[src/rtl/gost512_scheduler.sv]
// Work sequencer for a fully pipelined gost512 core: issues {header, nonce}
// words back to back, tracks them through the core and queues winning nonces.
module gost512_scheduler #(
  parameter int PIPE_LAT  = 117,
  parameter int RES_DEPTH = 4
) (
  input  logic         clk,
  input  logic         rst,
  input  logic         start,
  input  logic         abort,
  input  logic [479:0] header,
  input  logic [31:0]  nonce_start,
  input  logic [31:0]  nonce_end,
  input  logic [63:0]  target,
  output logic [511:0] data_out,
  input  logic [511:0] hash_in,
  output logic         busy,
  output logic         done,
  output logic         result_valid,
  input  logic         result_ready,
  output logic [31:0]  result_nonce,
  output logic         overflow
);

  localparam int AW = $clog2(RES_DEPTH);
  localparam int DW = $clog2(PIPE_LAT + 1);

  typedef enum logic [1:0] {IDLE, RUN, DRAIN} state_t;

  // Handshake: an entry leaves the result FIFO on a rising edge where
  // result_valid and result_ready are both high; result_nonce is the head
  // entry and stays stable while result_valid is high and ready is low.

  state_t          state, state_nx;
  logic            done_nx;
  logic [479:0]    header_q;
  logic [63:0]     target_q;
  logic [31:0]     end_q;
  logic [32:0]     cnt_q;
  logic [31:0]     ret_nonce;
  logic [PIPE_LAT:0] vpipe;
  logic [DW-1:0]   drain_cnt;
  logic [31:0]     mem [RES_DEPTH];
  logic [AW:0]     wr_ptr, rd_ptr;

  logic issue, accept, last, tap_valid, win, full, empty, pop, push_ok;
  logic unused_hash;

  assign unused_hash = ^hash_in[447:0];

  assign issue     = (state == RUN);
  assign accept    = (state == IDLE) && start && !abort;
  assign last      = (cnt_q == {1'b0, end_q});
  // vpipe has one stage more than PIPE_LAT: the word is captured by the core at
  // edge k and its hash is only valid after edge k+PIPE_LAT.
  assign tap_valid = vpipe[PIPE_LAT];
  assign win       = tap_valid && !abort && (hash_in[511:448] <= target_q);

  assign empty   = (wr_ptr == rd_ptr);
  assign full    = (wr_ptr[AW-1:0] == rd_ptr[AW-1:0]) && (wr_ptr[AW] != rd_ptr[AW]);
  assign pop     = !empty && result_ready;
  assign push_ok = win && (!full || pop);

  assign data_out     = {header_q, cnt_q[31:0]};
  assign busy         = (state != IDLE);
  assign result_valid = !empty;
  assign result_nonce = mem[rd_ptr[AW-1:0]];

  always_comb begin
    state_nx = state;
    done_nx  = 1'b0;
    case (state)
      IDLE:  if (accept) state_nx = (nonce_start > nonce_end) ? DRAIN : RUN;
      RUN:   if (last) state_nx = DRAIN;
      DRAIN: if (drain_cnt == '0) begin
        state_nx = IDLE;
        done_nx  = 1'b1;
      end
      default: state_nx = IDLE;
    endcase
    if (abort) begin
      state_nx = IDLE;
      done_nx  = 1'b0;
    end
  end

  always_ff @(posedge clk or posedge rst) begin
    if (rst) begin
      state     <= IDLE;
      done      <= 1'b0;
      header_q  <= '0;
      target_q  <= '0;
      end_q     <= '0;
      cnt_q     <= '0;
      ret_nonce <= '0;
      vpipe     <= '0;
      drain_cnt <= '0;
    end else begin
      state <= state_nx;
      done  <= done_nx;
      if (accept) begin
        header_q  <= header;
        target_q  <= target;
        end_q     <= nonce_end;
        cnt_q     <= {1'b0, nonce_start};
        ret_nonce <= nonce_start;
      end else begin
        // The counter holds on the last word so data_out keeps it through DRAIN.
        if (issue && !last) cnt_q <= cnt_q + 33'd1;
        // Words return in issue order, so the returning nonce is just a count.
        if (tap_valid) ret_nonce <= ret_nonce + 32'd1;
      end
      if (abort) vpipe <= '0;
      else       vpipe <= {vpipe[PIPE_LAT-1:0], issue};
      if (abort || accept)             drain_cnt <= '0;
      else if (issue && last)          drain_cnt <= DW'(PIPE_LAT);
      else if (state == DRAIN && drain_cnt != '0) drain_cnt <= drain_cnt - 1'b1;
    end
  end

  always_ff @(posedge clk or posedge rst) begin
    if (rst) begin
      wr_ptr   <= '0;
      rd_ptr   <= '0;
      overflow <= 1'b0;
    end else begin
      if (push_ok) wr_ptr <= wr_ptr + 1'b1;
      if (pop)     rd_ptr <= rd_ptr + 1'b1;
      if (accept)                    overflow <= 1'b0;
      else if (win && full && !pop)  overflow <= 1'b1;
    end
  end

  always_ff @(posedge clk) begin
    if (push_ok) mem[wr_ptr[AW-1:0]] <= ret_nonce;
  end

endmodule

[config.mk]
export PLATFORM = sky130hd
export DESIGN_NAME = gost512_scheduler
export DESIGN_NICKNAME = d
export VERILOG_FILES = /design/src/rtl/gost512_scheduler.sv
export SDC_FILE = /design/constraint.sdc
export NUM_CORES = 2
export LEC_CHECK = 0
export BUFFER_PORTS_ARGS = -buffer_cell sky130_fd_sc_hd__buf_2
export CAP_MARGIN = 0
export CORE_AREA = 8 8 643 645
export DETAILED_ROUTE_END_ITERATION = 10
export DIE_AREA = 0 0 651 653
export GPL_TIMING_DRIVEN = 0
export PLACE_DENSITY = 0.34
export SLEW_MARGIN = 20
export SYNTH_ARGS = -nofsm -noshare
export SYNTH_HDL_FRONTEND = slang
export SYNTH_SLANG_ARGS = --single-unit
[constraint.sdc]
create_clock -name clk -period 40 [get_ports clk]
set_clock_uncertainty 0.15 [all_clocks]
set_input_delay 2 -clock clk [delete_from_list [all_inputs] [get_ports clk]]
set_output_delay 2 -clock clk [all_outputs]
set_load 0.1 [all_outputs]
# [After elaboration in Yosys (flattened, before gate mapping)]
# Memory sizes are Yosys's and may differ from the RTL's.
# Index checks and enable logic that the tools add are counted.
[classes] add_sub_neg=5 order_cmp=2 eq_ne=9 n_mux=21 reduce_logical=28
[op_table] cell="$mux 118" n=1
[op_table] cell="$mux 33" n=2
[op_table] cell="$le 64x64->1" n=1
[op_table] cell="$mux 32" n=2
[op_table] cell="$add 33x1->33 const B" n=1
[op_table] cell="$eq 33x32->1" n=1
[op_table] cell="$add 32x1->32 const B" n=1
[op_table] cell="$gt 32x32->1" n=1
[op_table] cell="$mux 7" n=3
[op_table] cell="$logic_and 1x1->1" n=12
[op_table] cell="$mux 2" n=5
[op_table] cell="$reduce_bool 2->1" n=4
[op_table] cell="$logic_not 7->1" n=1
[op_table] cell="$mux 1" n=7
[op_table] cell="$reduce_bool 7->1" n=1
[op_table] cell="$sub 7x1->7 const B" n=1
[op_table] cell="$add 3x1->3 const B" n=2
[op_table] cell="$ne 3x3->1 const B" n=2
[op_table] cell="$pmux 2 s3" n=1
[op_table] cell="$logic_not 1->1" n=5
[op_table] cell="$eq 3x3->1" n=1
[op_table] cell="$ne 3x2->1 const B" n=1
[op_table] cell="$reduce_and 3->1" n=1
[op_table] cell="$reduce_bool 3->1" n=1
[op_table] cell="other kinds (6)" n=7
[totals] ff_bits=776 mem_bits_rw=128 input_bits=1125 word_cells=78 memories=1
[memory_table] memory="mem" depth=4 width=32 rd=1 rd_ports_with_merged_regs=0 write_ports=1 line="43" rtl="logic [31:0] mem [RES_DEPTH];"

# [Longest topological paths before layout]
[logic_depth] depth_word=7 mapped_depth=10 depth_no_buf=10

# [Worst setup path after synthesis]
# OpenSTA, ideal clock, no wires.
[synth_timing] path_type="input to register" startpoint="in hash_in[509]" endpoint="mem mem[3][0] (enable)" setup_time_ns=0.418 arrival_time_ns=4.997 required_time_ns=39.432 slack_ns=34.434 stages=8 path_buffers=0 cell_sequence="ha_1 -> nand4_2 -> nor4_2 -> nand3_1 -> or4_4 -> nor4_4 -> a31oi_4 -> nor3b_2"
[synth_between] elab_chain_cells=5
[synth_rtl] element="from (decl)" line="16" rtl="input logic [511:0] hash_in,"
[synth_rtl] element="$le 64x64->1" line="57" rtl="assign win = tap_valid && !abort && (hash_in[511:448] <= target_q);"
[synth_rtl] element="$logic_and 1x1->1" line="57"
[synth_rtl] element="$logic_and 1x1->1" line="62" rtl="assign push_ok = win && (!full || pop);"
[synth_rtl] element="$mux 1" line="135" rtl="if (push_ok) mem[wr_ptr[AW-1:0]] <= ret_nonce;"
[synth_rtl] element="$mux 1 (not written as such)" line="135"
[synth_rtl] element="to (decl)" line="43"
# No other way between the ends.

# [Final worst setup path]
[layout_timing] startpoint="reg rd_ptr[0]" endpoint="out result_nonce[29]"
[layout_between] elab_chain_cells=1
[layout_rtl] element="from (decl)" line="44" rtl="logic [AW:0] wr_ptr, rd_ptr;"
[layout_rtl] element="from (signal assigned)" line="128" rtl="if (pop) rd_ptr <= rd_ptr + 1'b1;"
[layout_rtl] element="$mem_v2 4x32"
[layout_rtl] element="to (decl)" line="21" rtl="output logic [31:0] result_nonce,"
# No other way between the ends.

==> load_flow_metrics.sql <==
INSERT INTO impl_metrics (metric_group, metric, value, unit) VALUES
('outcome', 'run_status', 'finished clean', ''),
('clock_tree', 'cts_root_buffer', 'clkbuf_16', ''),
('worst_setup_path', 'arrival', '3400', 'ps'),
('placed_design', 'gpl.final_weighted_congestion', '0.927', ''),
('detailed_routing', 'drt_first_pass_iters', '5', ''),
('detailed_routing', 'route.final.wire_length', '298000', 'um'),
('floorplanning', 'core_area', '0.404', 'mm^2'),
('power', 'power_density', '83.9', 'mW/mm^2'),
('synth', 'synth_area_leaders', 'dfrtp_1 (53%), nand2_1 (16%), edfxtp_1 (10%)', ''),
('finish', 'area_growth_syn_to_layout', '48.1', '%'),
('synth', 'ys_async_sr_fraction', '85.8', '%'),
('synth', 'syn_inst', '3630', ''),
('synth', 'count_of_flip_flops_with_a_built_in_enable_after_synthesis', '128', ''),
('worst_setup_path', 'crit_path_start_kind', 'flip-flop', ''),
('sta', 'timing.final.ws_setup', '34450', 'ps'),
('clock_tree', 'cts.hold.buffers_added', '0', ''),
('grt', 'wire_length_of_the_first_global_routing_pass', '375000', 'um'),
('finish', 'finish.net_count', '6229', ''),
('flow_run', 'cap_viol_max_count', '0', ''),
('floorplanning', 'die_height', '653', 'um'),
('sta', 'setup_viol', '0', ''),
('grt', 'via_count_of_the_first_global_routing_pass', '33571', ''),
('clock_tree', 'postCtsResizedCells', '0', ''),
('clock_tree', 'tritoncts_num_sinks', '904', ''),
('synth', 'flops_latches_synth', '904', ''),
('synth', 'synth_largest_area_cell', 'dfrtp_1', ''),
('sta', 'rsz_0062_raised_after_global_routing', 'no', ''),
('floorplanning', 'design.portCount', '1673', ''),
('sta', 'timing.fmax', '180', 'MHz'),
('grt', 'antenna_found_initial', '192', ''),
('synth', 'seq_area_frac_synth', '63.2', '%'),
('synth', 'synth_cell_types', '62', ''),
('synth', 'synth.avg_cell_area', '10.1', 'um^2'),
('clock_tree', 'clk-insertion-delay-late', '880', 'ps'),
('worst_setup_path', 'timing.critical_path.slowest_stage_cell', 'buf_1', ''),
('synth', 'synth_fp_nets', '4860', ''),
('grt', 'gr-usage-all-layers', '13.4', '%'),
('finish', 'ratio_of_cells_with_drive_above_1_in_the_final_layout', '30.3', '%'),
('placed_design', 'hpwlAfterDp', '262000', 'um'),
('synth', 'yosysTopAreaCellShare', '52.7', '%'),
('detailed_routing', 'routedWlPerCell', '28.4', 'um'),
('sta', 'period_needed', '5550', 'ps'),
('detailed_routing', 'vias_per_instance', '3.15', ''),
('sta', 'hold_viol', '0', ''),
('synth', 'synth_ff_type', 'dfrtp_1', ''),
('detailed_routing', 'final_antenna_net_count', '0', ''),
('floorplanning', 'die_area', '0.425', 'mm^2'),
('worst_setup_path', 'timing.critical_path.fanout_max', '10', ''),
('clock_tree', 'tritoncts', 'yes', ''),
('floorplanning', 'rows', '234', ''),
('finish', 'filler_cell_count', '46050', ''),
('sta', 'maxSlewViolCount', '0', ''),
('clock_tree', 'ctsLongestPathBuffers', '4', ''),
('placed_design', 'place_ws', '34460', 'ps'),
('detailed_routing', 'num_vias', '33105', ''),
('clock_tree', 'postCtsSetupRepairBufs', '0', ''),
('worst_setup_path', 'cp.required', '37850', 'ps'),
('worst_setup_path', 'timing.critical_path.slowest_cell_delay', '730', 'ps'),
('synth', 'post-synth-top-count-cell', 'nand2_1', ''),
('worst_setup_path', 'worstSetupPathType', 'reg -> out', ''),
('worst_setup_path', 'worstPathCellList', 'clkbuf_1 -> buf_1 -> mux4_2 -> buf_2', ''),
('power', 'standby_leakage_power', '25.8', 'nW'),
('synth', 'synth.top_cells.by_count', 'nand2_1 (1596), dfrtp_1 (776), clkbuf_1 (154)', ''),
('clock_tree', 'cts_buffers', '124', ''),
('worst_setup_path', 'critical-path-top-delay-family', 'buffers and inverters', ''),
('sta', 'finalCritPeriodShare', '13.9', '%'),
('sta', 'worst_pin_slew', '949', 'ps'),
('worst_setup_path', 'end_kind', 'output port', ''),
('worst_setup_path', 'crit_buf_inv', '3', ''),
('grt', 'largest_net_degree_at_the_start_of_global_routing', '103', ''),
('floorplanning', 'initial_utilization', '9.12', '%'),
('clock_tree', 'cts.clk_slew.worst_paths', '60', 'ps'),
('synth', 'mappedNetlistArea', '0.0368', 'mm^2'),
('clock_tree', 'h_tree_depth', '3', ''),
('worst_hold_path', 'hp-class', 'reg -> reg', ''),
('power', 'vdd_drop_max', '0.0432', 'mV'),
('floorplanning', 'chipWidth', '651', 'um'),
('detailed_routing', 'drt-initial-drc-count', '2720', ''),
('grt', 'grt-ovfl-total', '0', ''),
('placed_design', 'numPortBuffers', '1224', ''),
('sta', 'setup_tns', '0', 'ps'),
('sta', 'slew_headroom', '36.7', '%'),
('detailed_routing', 'residual_drc_count', '0', ''),
('synth', 'yosys_warnings', '0', '');
## logic make-up after synthesis
family,share of synthesized area [%]
multiplexers,2.14
AO/OA/AOI/OAI,3.69
buffers and inverters,3.50
flip-flops,63.2
XOR/XNOR,2.40
AND/OR/NAND/NOR,21.5
adder cells (fa/ha/maj),3.57
## cells in the final DEF, fill, tap and decap left out, types with 33 or more instances in the layout
cell type,count
clkbuf_16,124
nand3_1,49
o21ai_0,111
diode_2,83
edfxtp_1,128
buf_2,1226
nand4_1,33
nand2_1,1596
clkbuf_1,169
nor2b_1,123
a21oi_1,92
inv_1,114
dfrtp_1,776
nor2_1,59
xor2_1,74
ha_1,105
## per-layer routing
layer | share of wire (%) | routed length [um] | GRT usage [%] | vias to the layer above
met5 | 0.20 | 583 | 0 | -
met4 | 2.2 | 6690 | 2.60 | 90
met3 | 9.5 | 28300 | 4.84 | 427
met2 | 45 | 134000 | 21.5 | 1598
met1 | 43 | 128000 | 17.4 | 16519
li1 | - | - | - | 14471
## path summary, 6_finish.rpt
path	start	end	slack (ps)	depth (start not counted)
setup / recovery	rd_ptr[0]$_DFFE_PP0P_	result_nonce[29]	34450	4
hold reg to reg	vpipe[78]$_DFF_PP0_	vpipe[79]$_DFF_PP0_	240	1
max in group asynchronous	rst	header_q[3]$_DFFE_PP0P_	36660	5
hold / removal	vpipe[78]$_DFF_PP0_	vpipe[79]$_DFF_PP0_	240	1
min in group asynchronous	rst	header_q[152]$_DFFE_PP0P_	1040	2
setup reg to reg	target_q[61]$_DFFE_PP0P_	mem[1][9]$_DFFE_PP_	36120	11
## layout make-up
class	instances	area [um^2]	share of cell area, %
clock buffers	169	3490	6.41
multi-input cells	2415	12300	22.5
flip-flops and latches	904	23300	42.7
plain buffers	196	871	1.60
well taps	5310	6640	12.2
repair buffers	1243	6570	12.0
inverters	115	439	0.806
diodes	83	208	0.381
clock inverters	60	749	1.37
## report_power, final
part | total, W | switching [W] | internal [W] | leakage (nW)
combinational | 0.00213 | 0.00183 | 0.000301 | 12.8
sequential | 0.00128 | 0.000151 | 0.00112 | 10.9
clock | 0.00117 | 0.000477 | 0.000696 | 2.07
total | 0.00457 | 0.00245 | 0.00212 | 25.8
## flip-flops by register name, summed over array words and instances, names as in the netlist, 2 cells and up
name / cells
header_q: 480
mem: 128
vpipe: 118
target_q: 64
cnt_q: 33
end_q: 32
ret_nonce: 32
drain_cnt: 7
rd_ptr: 3
wr_ptr: 3
state: 2
## metrics by stage
step	cells	instance area [um^2]	util (%)	total power [W]	hold WS, ps
6_report	10495	54500	13.5	0.00457	236
3_3_place_gp	10164	49600	12.3	0.00346	294
3_5_place_dp	10183	50100	12.4	0.00347	298
5_1_grt	10423	54300	13.5	0.00477	323
4_1_cts	10412	54300	13.5	0.00468	291
2_1_floorplan	3630	36800	-	0.00276	289
No activity file was read; power rests on OpenSTA's default activity.
